$ cat src/rtl/param_serial_div_pkg.sv
// Shared state codes and handshake constants for the parametrised serial divider.
package param_serial_div_pkg;

  typedef enum logic [1:0] {
    DIV_FREE    = 2'b00,
    DIV_BY_ZERO = 2'b01,
    DIV_ON      = 2'b10,
    DIV_END     = 2'b11
  } div_state_e;

  localparam logic DIV_RESULT_READY     = 1'b1;
  localparam logic DIV_RESULT_NOT_READY = 1'b0;
  localparam logic DIV_START            = 1'b1;
  localparam logic DIV_STOP             = 1'b0;

endpackage

$ cat src/rtl/param_serial_div_step.sv
// One combinational restoring-division step: shift in a dividend bit, trial-subtract the divisor.
module param_serial_div_step #(
  parameter int WIDTH = 32
) (
  input  logic [WIDTH-1:0] rem_i,
  input  logic             bit_i,
  input  logic [WIDTH-1:0] divisor_i,
  output logic [WIDTH-1:0] rem_o,
  output logic             q_o
);

  logic [WIDTH:0] shifted;
  logic [WIDTH:0] diff;

  // One extra bit holds the borrow: the remainder is always below the divisor,
  // so the shifted value is below twice the divisor and fits in WIDTH+1 bits.
  assign shifted = {rem_i, bit_i};
  assign diff    = shifted - {1'b0, divisor_i};
  assign q_o     = ~diff[WIDTH];
  assign rem_o   = q_o ? diff[WIDTH-1:0] : shifted[WIDTH-1:0];

endmodule

$ cat src/rtl/param_serial_div.sv
// Iterative signed/unsigned divider producing STEPS quotient bits per cycle.
module param_serial_div
  import param_serial_div_pkg::*;
#(
  parameter int WIDTH = 32,
  parameter int STEPS = 1
) (
  input  logic               clk,
  input  logic               rst,
  input  logic               signed_div_i,
  input  logic [WIDTH-1:0]   opdata1_i,
  input  logic [WIDTH-1:0]   opdata2_i,
  input  logic               start_i,
  input  logic               annul_i,
  output logic [2*WIDTH-1:0] result_o,
  output logic               ready_o,
  output logic               busy_o,
  output logic               div_zero_o
);

  localparam int N     = WIDTH / STEPS;
  localparam int CNT_W = $clog2(N) + 1;

  div_state_e       state_q, state_d;
  logic [CNT_W-1:0] cnt_q;
  logic [WIDTH-1:0] rem_q, dvd_q, dsr_q;
  logic             sgn_mode_q, sgn1_q, sgn2_q;

  logic             accept, last;
  logic [WIDTH-1:0] rem_chain [STEPS+1];
  logic [STEPS-1:0] q_bits;
  logic [WIDTH-1:0] dvd_next, q_fix, r_fix;

  assign accept = (start_i == DIV_START) && !annul_i;
  assign last   = (cnt_q == CNT_W'(N - 1));

  // Quotient bits are shifted into the low end of the dividend register as it empties.
  assign rem_chain[0] = rem_q;
  for (genvar k = 0; k < STEPS; k++) begin : g_step
    param_serial_div_step #(.WIDTH(WIDTH)) u_step (
      .rem_i     (rem_chain[k]),
      .bit_i     (dvd_q[WIDTH-1-k]),
      .divisor_i (dsr_q),
      .rem_o     (rem_chain[k+1]),
      .q_o       (q_bits[STEPS-1-k])
    );
  end
  assign dvd_next = (dvd_q << STEPS) | WIDTH'(q_bits);

  // Most-negative / -1 needs no special case: its magnitude quotient negates to itself.
  assign q_fix = (sgn_mode_q && (sgn1_q ^ sgn2_q)) ? -dvd_next : dvd_next;
  assign r_fix = (sgn_mode_q && sgn1_q) ? -rem_chain[STEPS] : rem_chain[STEPS];

  always_ff @(posedge clk or negedge rst) begin
    // NOTE: every register written here uses <= so all flops sample the same pre-edge values.
    if (!rst) state_q <= DIV_FREE;
    else      state_q <= state_d;
  end

  always_comb begin
    // NOTE: default first so every path assigns state_d and no latch is inferred.
    state_d = state_q;
    unique case (state_q)
      DIV_FREE:    if (accept) state_d = (opdata2_i == '0) ? DIV_BY_ZERO : DIV_ON;
      DIV_BY_ZERO: state_d = annul_i ? DIV_FREE : DIV_END;
      DIV_ON:      if (annul_i) state_d = DIV_FREE;
                   else if (last) state_d = DIV_END;
      DIV_END:     if (start_i == DIV_STOP) state_d = DIV_FREE;
      default:     state_d = DIV_FREE;
    endcase
  end

  always_ff @(posedge clk or negedge rst) begin
    if (!rst) begin
      cnt_q      <= '0;
      rem_q      <= '0;
      dvd_q      <= '0;
      dsr_q      <= '0;
      sgn_mode_q <= 1'b0;
      sgn1_q     <= 1'b0;
      sgn2_q     <= 1'b0;
      result_o   <= '0;
      div_zero_o <= 1'b0;
    end else begin
      unique case (state_q)
        DIV_FREE: if (accept) begin
          sgn_mode_q <= signed_div_i;
          sgn1_q     <= opdata1_i[WIDTH-1];
          sgn2_q     <= opdata2_i[WIDTH-1];
          rem_q      <= '0;
          dvd_q      <= (signed_div_i && opdata1_i[WIDTH-1]) ? -opdata1_i : opdata1_i;
          dsr_q      <= (signed_div_i && opdata2_i[WIDTH-1]) ? -opdata2_i : opdata2_i;
          cnt_q      <= '0;
        end
        DIV_BY_ZERO: if (!annul_i) begin
          result_o   <= '0;
          div_zero_o <= 1'b1;
        end
        DIV_ON: if (!annul_i) begin
          rem_q <= rem_chain[STEPS];
          dvd_q <= dvd_next;
          cnt_q <= cnt_q + CNT_W'(1);
          if (last) begin
            result_o   <= {r_fix, q_fix};
            div_zero_o <= 1'b0;
          end
        end
        DIV_END: if (start_i == DIV_STOP) begin
          result_o   <= '0;
          div_zero_o <= 1'b0;
        end
        default: ;
      endcase
    end
  end

  assign ready_o = (state_q == DIV_END) ? DIV_RESULT_READY : DIV_RESULT_NOT_READY;
  assign busy_o  = (state_q == DIV_BY_ZERO) || (state_q == DIV_ON);

endmodule

$ cat config.mk
export PLATFORM = sky130hd
export DESIGN_NAME = param_serial_div
export DESIGN_NICKNAME = d
export VERILOG_FILES = /design/src/rtl/param_serial_div_pkg.sv /design/src/rtl/param_serial_div_step.sv /design/src/rtl/param_serial_div.sv
export SDC_FILE = /design/constraint.sdc
export NUM_CORES = 1
export LEC_CHECK = 0
export CORE_MARGIN = 2
export CORE_UTILIZATION = 30
export DETAILED_ROUTE_END_ITERATION = 10
export DONT_BUFFER_PORTS = 1
export PLACE_DENSITY = 0.52
export SYNTH_ARGS = -nofsm -noshare
export SYNTH_HDL_FRONTEND = slang
export SYNTH_SLANG_ARGS = --single-unit
$ cat constraint.sdc
create_clock -name clk -period 6.8 [get_ports clk]
set_input_delay 1.36 -clock clk [delete_from_list [all_inputs] [get_ports clk]]
set_output_delay 1.36 -clock clk [all_outputs]
set_load 0.005 [all_outputs]
==> metrics, run 1 <==
global route total overflow=0; I/O Pins=136; Clock Skews=approximately 0.016 ns; Arr. time, crit path=approximately 6.0 ns; R2R Path Start=dvd_q[31]; CTS Buffer Depth=2; Async SR Flop Fraction=100%; Resize count post-CTS=0; Synth Area per Inst=8.16 µm²; CP bufs+invs=4; CTS tree=yes; cts hold-fix bufs=0; Crit-path slowest cell=mux2i_1; DR iter-0 viols=roughly 800; Top delay family on crit path=simple AND/OR/NAND/NOR gates; final setup TNS=0 ns; critical path's largest stage delay=0.59 ns; Final Hold Fails=0; Placer Congestion=between 0.9 and 1; Worst Hold Class=reg -> reg; run status=complete, no violations; Area Overhead vs Synth=7.95%; Final min period=roughly 5.6 ns; post-DP HPWL=30,200 µm; Vias/cell=roughly 5.5; DRC=0; dpl ws=approximately 1.4 ns; via count=11,100; CTS buffer count=17; share of layout cells above drive strength 1=around 6%; Top FF cell, synth=dfrtp_1; global-route wire length before repair=~63,000 µm; Crit path required time=7.19 ns; Netlist cell types=between 80 and 90; worst hold stages=2; HP Start=dsr_q[26]; RSZ-0062 raised after global routing=false; CP Capture Type=flop; Non-Filler Instances=2,003; First-pass DRT Iterations=5; YS warnings=0; Mapped Cells=around 1,500; fin crit share=between 80 and 90%; post-synthesis sequential area ratio=34.9%; Slew @ Worst Pin=~1.2 ns; antenna-violating nets left=0; Slew HR=roughly 20%; die area=around 43,000 µm²; NumNets Final=approximately 1,600; CP Class=reg -> reg; Setup Buffers After CTS=0; row count=74; Setup violations, final=0; MaxCap Viol Count=0; CP max FO=16; core box area=~41,000 µm²; reg2reg end=result_o[60]; initial antenna violation count=0; Routed Wire Length=40,600 µm; clock sink count=172; initial core utilization=30.3%; reg-to-reg slack, setup=1.22 ns; number of synthesized flops with an enable pin=0; Avg WL per Cell=between 20 and 25 µm; crit-path cells=inv_1 -> ha_1 -> inv_1 -> fa_1 -> a211oi_4 -> o211ai_2 -> nand4b_1 -> a21oi_1 -> o21a_1 -> nor2_4 -> inv_2 -> mux2i_1 -> ha_1 -> inv_1 -> or4_1 -> mux2i_1 -> nand4_1 -> or4_1 -> nand3_1; Critical Path Start=dvd_q[31]; r2r worst-path depth=19; port bufs=0; vias in the first global route=10,700; clock root buffer=clkbuf_16; cell total after placement=1,971; largest net degree at the start of global routing=about 170; CP dominant cell by count=inv_1; Worst setup SP type=flop; clock latency on the worst-skew pair=about 0.45 ns; clock transition at the registers of the reported paths=about 0.080 ns; fillcell total=about 4,300; Die Wd=approximately 210 µm; Slew Viols, Final=0; worst hold slack=slightly below 0.5 ns; Yosys reg bits=about 170; syn_nets=roughly 1,600; Cell Area, Synth=12,300 µm²; Die Span Y=207 µm; Setup WS post-layout=approximately 1.2 ns; Fmax=around 180 MHz; antenna cells=0; Worst Hold Endpoint=dsr_q[26]; GRT Util Overall=around a fifth; htree depth=4
[cell usage after synthesis (all sizes together) (24+ instances only)]
cell type	instances	area share, %
nor3	36	1.5
dfrtp	172	35
nand4	26	1.3
o21ai	176	7.1
a21oi	115	4.7
mux2i	24	1.9
buf	27	1.1
xor2	68	4.8
inv	59	1.8
ha	42	4.3
xnor2	60	4.3
o22ai	25	1.3
clkbuf	59	1.8
nor2	108	3.4
nand2	203	6.2
o31ai	24	1.5
[final cells by class]
type | instances | area (µm²) | area share, %
repair buffers | 13 | 97.6 | 0.732
multi-input cells | 1195 | 7470 | 56.0
clock inverters | 13 | 135 | 1.01
clock buffers | 19 | 433 | 3.25
flip-flops and latches | 172 | 4300 | 32.3
inverters | 59 | 221 | 1.66
well taps | 532 | 666 | 5.00
[logic make-up (layout without fill, tap and decap cells)]
kind of cell	count (synthesis)	after routing	synth area share [%]
simple gates	505	505	19.3
fa+ha+maj	43	43	4.42
mux	33	33	2.77
compound gates	486	486	24.9
xor+xnor	128	128	9.08
flops	172	172	34.9
buf+inv	145	104	4.69
[placed cells by master, fill, tap and decap left out, drive strengths merged, types with 36 or more instances in the layout]
master  instances
a21oi         115
dfrtp         172
ha             42
inv            63
nand2         203
nor2          108
nor3           36
o21ai         176
xnor2          60
xor2           68
[layer usage]
layer | vias up | part of all wire, % | track usage (%)
met5 | - | 0 | 0
li1 | 5333 | - | -
met1 | 5407 | 44 | 25.0
met4 | 0 | 2.7 | 6.64
met3 | 48 | 8.5 | 6.61
met2 | 310 | 45 | 29.4
[worst min-delay path: stages (launching register included)]
cell and delay, ns:
dfrtp_1 0.34, nand2_1 0.05, o21ai_0 0.06
[state kept, by name, indices dropped and copies added, names as in the netlist]
name        cells
dsr_q          32
sgn_mode_q      1
sgn1_q          1
state_q         2
dvd_q          32
sgn2_q          1
rem_q          32
result_o       64
div_zero_o      1
cnt_q           6
[worst max path at each step]
stage,slack (ns),cells after the start,to
CTS,1.34,20,result_o[62]
global route,0.81,19,result_o[60]
floorplan,1.73,22,result_o[62]
finish,1.22,19,result_o[60]
global placement,1.51,20,result_o[62]
detailed placement,1.36,20,result_o[62]
[per-stage QoR]
stage	util, %	cell area (µm²)
global route	32.7	13300
global placement	31.3	12800
CTS	32.7	13300
floorplan	-	12300
finish	32.7	13300
detailed placement	31.3	12800
Power of run 1 is left out: the tool's default activity adds up to more than one toggle a clock period on the data nets, which glitch-free logic cannot reach.
==> inputs of run 2 (changes only) <==
- clock period: 6.8 -> 5.8 ns (I/O delays scaled with it)
==> metrics, run 2 (same netlist as run 1, synthesis figures left out) <==
DR iter-0 viols=slightly below 900; Die Wd=207 µm; dpl ws=0.586 ns; cts hold-fix bufs=0; fillcell total=between 4,000 and 5,000; Worst setup SP type=flop; run status=complete, no violations; critical path's largest stage delay=0.58 ns; via count=11,100; largest net degree at the start of global routing=approximately 170; fin crit share=91.5%; R2R Path Start=dvd_q[31]; I/O Pins=~140; Area Overhead vs Synth=8.29%; reg2reg end=result_o[62]; Placer Congestion=~0.9; Setup Buffers After CTS=0; RSZ-0062 raised after global routing=false; Avg WL per Cell=approximately 21 µm; Setup WS post-layout=0.494 ns; Arr. time, crit path=about 5.7 ns; CTS buffer count=17; most common cell after layout, fill and taps aside=nand2_1; Die Span Y=207 µm; share of layout cells above drive strength 1=between 6 and 7%; vias in the first global route=about 11,000; Slew HR=between 10% and 20%; reg-to-reg slack, setup=0.49 ns; die area=42,800 µm²; Critical Path Start=dvd_q[31]; most frequent cells in the layout=nand2_1, dfrtp_1, o21ai_0, a21oi_1, nor2_1; Fmax=approximately 190 MHz; CP Class=reg -> reg; Top delay family on crit path=simple AND/OR/NAND/NOR gates; row count=74; CTS Buffer Depth=2; global-route wire length before repair=63,700 µm; Final Hold Fails=0; CP max FO=5; Post-Route Utilization=between 30% and 40%; NumNets Final=1,572; Slew Viols, Final=0; Final min period=around 5.3 ns; crit-path cells=inv_1 -> ha_1 -> inv_1 -> fa_1 -> a211oi_4 -> o211ai_2 -> nand4b_1 -> a21oi_1 -> nor3_1 -> nor2_4 -> inv_2 -> mux2i_1 -> ha_1 -> inv_1 -> or4_1 -> or3b_1 -> nor3_2 -> o2111ai_2 -> or4_1 -> nand3_1; CTS tree=yes; multi-input logic area=about 7500 µm²; clock root buffer=clkbuf_16; post-DP HPWL=between 30,000 and 40,000 µm; htree depth=4; antenna-violating nets left=0; CP dominant cell by count=inv_1; Crit-path slowest cell=or4_1; initial core utilization=30.3%; CP Capture Type=flop; critical path endpoint=result_o[62]; antenna cells=0; First-pass DRT Iterations=5; DRC=0; worst hold slack=roughly 0.42 ns; Setup violations, final=0; r2r worst-path depth=20; max reg flops=64; CP Depth=20; Slew @ Worst Pin=1.26 ns; clock sink count=172; register area=4300 µm²; clock latency on the worst-skew pair=0.45 ns; final setup TNS=0 ns; MaxCap Viol Count=0; Routed Wire Length=about 41,000 µm; Worst Hold Class=in -> async; CP bufs+invs=4; Crit path required time=roughly 6.2 ns; Largest Register=result_o; global route total overflow=0; Resize count post-CTS=0; port bufs=0; GRT Util Overall=about a fifth; Vias/cell=about 5.6; clock transition at the registers of the reported paths=roughly 0.070 ns; core box area=40,700 µm²; initial antenna violation count=1; Clock Skews=0.0139 ns
[run 2: cell count changes in the layout (fill, tap and decap cells not counted), sizes merged]
cell	change
clkbuf	-1
bufinv	+1
clkinv	-2
buf	+2
inv	+2
[run 2: worst min path at each step]
| stage | endpoint | from | slack, ns |
|---|---|---|---|
| 6_report | result_o[35] | rst | 0.42 |
| 5_1_grt | result_o[35] | rst | 0.39 |
| 4_1_cts | dvd_q[14] | rst | 0.38 |
| 3_5_place_dp | dsr_q[31] | dsr_q[31] | 0.47 |
| 3_3_place_gp | dsr_q[2] | dsr_q[2] | 0.47 |
| 2_1_floorplan | dsr_q[10] | dsr_q[10] | 0.45 |
[run 2: through the flow]
stage | instances | cell area [µm²]
5_1_grt | 2005 | 13400
3_5_place_dp | 1973 | 12800
4_1_cts | 2005 | 13400
3_3_place_gp | 1973 | 12800
6_report | 2005 | 13400
2_1_floorplan | 1512 | 12300
[run 2: cell type report]
cell class | instances | share of cell area [%]
timing repair buffer | 15 | 0.842
inverter | 59 | 1.66
multi-input combinational | 1195 | 55.9
clock inverter | 14 | 1.17
tap | 532 | 4.98
sequential | 172 | 32.2
clock buffer | 18 | 3.29
[run 2: layer usage]
layer | track usage, % | up-vias | share of wire [%]
met3 | 6.08 | 43 | 8.4
met2 | 30.5 | 338 | 45
met4 | 5.90 | 0 | 2.2
met1 | 25.6 | 5417 | 44
li1 | - | 5344 | -
met5 | 0 | - | 0
[run 2: worst register-to-register path: stages, from the launching register on]
cell       delay [ns]
dfrtp_1          0.42
inv_1            0.07
ha_1             0.14
inv_1            0.06
fa_1             0.43
a211oi_4         0.37
o211ai_2         0.17
nand4b_1         0.22
a21oi_1          0.17
nor3_1           0.35
nor2_4           0.07
inv_2            0.10
mux2i_1          0.28
ha_1             0.30
inv_1            0.07
or4_1            0.54
or3b_1           0.40
nor3_2           0.18
o2111ai_2        0.21
or4_1            0.58
nand3_1          0.10
Power of run 2 is left out for the same reason.
==> inputs of run 3 (changes only) <==
- CELL_PAD_IN_SITES_DETAIL_PLACEMENT: not set -> 1
- CELL_PAD_IN_SITES_GLOBAL_PLACEMENT: not set -> 1
- PLACE_DENSITY: 0.52 -> 0.62
==> metrics, run 3 (same netlist as run 1, synthesis figures left out) <==
run status=complete, no violations; Area Overhead vs Synth=8.23%; global-route wire length before repair=around 67,000 µm; GRT Util Overall=approximately a fifth; Top delay family on crit path=simple AND/OR/NAND/NOR gates; Resize count post-CTS=0; largest net degree at the start of global routing=roughly 170; CP dominant cell by count=inv_1; vias in the first global route=11,400; final setup TNS=0 ns; antenna-violating nets left=0; Die Span Y=roughly 210 µm; Setup Buffers After CTS=0; Fmax=188 MHz; NumNets Final=1,570; Die Wd=between 200 and 250 µm; multi-input logic area=~7500 µm²; First-pass DRT Iterations=5; CTS Buffer Depth=2; clock transition at the registers of the reported paths=0.08 ns; RSZ-0062 raised after global routing=false; Avg WL per Cell=21.3 µm; Clock Skews=0.0178 ns; Crit-path slowest cell=or4_1; DRC=0; most frequent cells in the layout=nand2_1, dfrtp_1, o21ai_0, a21oi_1, nor2_1; clock latency on the worst-skew pair=0.47 ns; initial core utilization=a little under a third; die area=~43,000 µm²; htree depth=4; core box area=roughly 41,000 µm²; clock root buffer=clkbuf_16; Final Hold Fails=0; crit-path cells=inv_1 -> ha_1 -> inv_1 -> fa_1 -> a211oi_4 -> o211ai_2 -> nand4b_1 -> a21oi_1 -> nor3_1 -> nor2_4 -> inv_2 -> mux2i_1 -> ha_1 -> inv_1 -> or4_1 -> or3b_1 -> nor3_2 -> o2111ai_2 -> or4_1 -> nand3_1; Slew HR=19.6%; Largest Register=result_o; global route total overflow=0; row count=74; I/O Pins=approximately 140; DR iter-0 viols=558; CP Capture Type=flop; initial antenna violation count=0; Routed Wire Length=42,600 µm; clock sink count=around 170; via count=11,100; Worst setup SP type=flop; Slew @ Worst Pin=~1.2 ns; max reg flops=64; Crit path required time=6.20 ns; CTS tree=yes; fin crit share=between 90% and 100%; CTS buffer count=17; post-DP HPWL=about 32,000 µm; share of layout cells above drive strength 1=about 6.1%; register area=approximately 4300 µm²; fillcell total=just under 5,000; CP max FO=5; CP Class=reg -> reg; cts hold-fix bufs=0; Worst Hold Class=in -> async; Setup violations, final=0; antenna cells=0; Final min period=roughly 5.3 ns; Arr. time, crit path=~5.7 ns; critical path's largest stage delay=0.58 ns; Placer Congestion=between 0.8 and 0.9; port bufs=0; MaxCap Viol Count=0; Vias/cell=~5.5; CP bufs+invs=4; Slew Viols, Final=0; most common cell after layout, fill and taps aside=nand2_1
==> run 3: routing by layer <==
| metal | wire length, µm | global-route usage [%] |
|---|---|---|
| met1 | 19200 | 25.9 |
| met4 | 1080 | 6.38 |
| met3 | 1630 | 3.83 |
| met5 | 0 | 0 |
| met2 | 20700 | 34.2 |
==> run 3: cell type report <==
class	count	area share [%]
well taps	532	4.98
multi-input cells	1195	55.9
repair buffers	13	0.731
clock buffers	17	3.18
clock inverters	15	1.29
flip-flops and latches	172	32.2
inverters	59	1.66
==> run 3: final timing paths <==
| path | from | end | slack [ns] | depth (start not counted) |
|---|---|---|---|---|
| setup / recovery | dvd_q[31] | result_o[62] | 0.49 | 20 |
| hold / removal | rst | dsr_q[5] | 0.40 | 0 |
| setup reg to reg | dvd_q[31] | result_o[62] | 0.49 | 20 |
| hold reg to reg | dsr_q[19] | dsr_q[19] | 0.49 | 2 |
| max in group asynchronous | rst | dsr_q[16] | 4.91 | 0 |
| min in group clk | dsr_q[19] | dsr_q[19] | 0.49 | 2 |
==> run 3: through the flow <==
step	cells	area (µm²)	hold slack, ns	setup slack (ns)	util (%)
2_1_floorplan	1512	12300	0.450	0.727	-
3_3_place_gp	1971	12800	0.469	0.772	31.3
3_5_place_dp	1971	12800	0.477	0.561	31.3
4_1_cts	2003	13400	0.376	0.538	32.8
5_1_grt	2003	13400	0.373	0.226	32.8
6_report	2003	13400	0.396	0.492	32.8
==> run 3: worst reg2reg max path, cell delays in order (launching register included) <==
cell and delay (ns):
dfrtp_1 0.42, inv_1 0.07, ha_1 0.15, inv_1 0.05
fa_1 0.43, a211oi_4 0.33, o211ai_2 0.17, nand4b_1 0.21
a21oi_1 0.16, nor3_1 0.37, nor2_4 0.06, inv_2 0.11
mux2i_1 0.31, ha_1 0.31, inv_1 0.07, or4_1 0.56
or3b_1 0.41, nor3_2 0.18, o2111ai_2 0.21, or4_1 0.58
nand3_1 0.10
Power of run 3 is left out for the same reason.
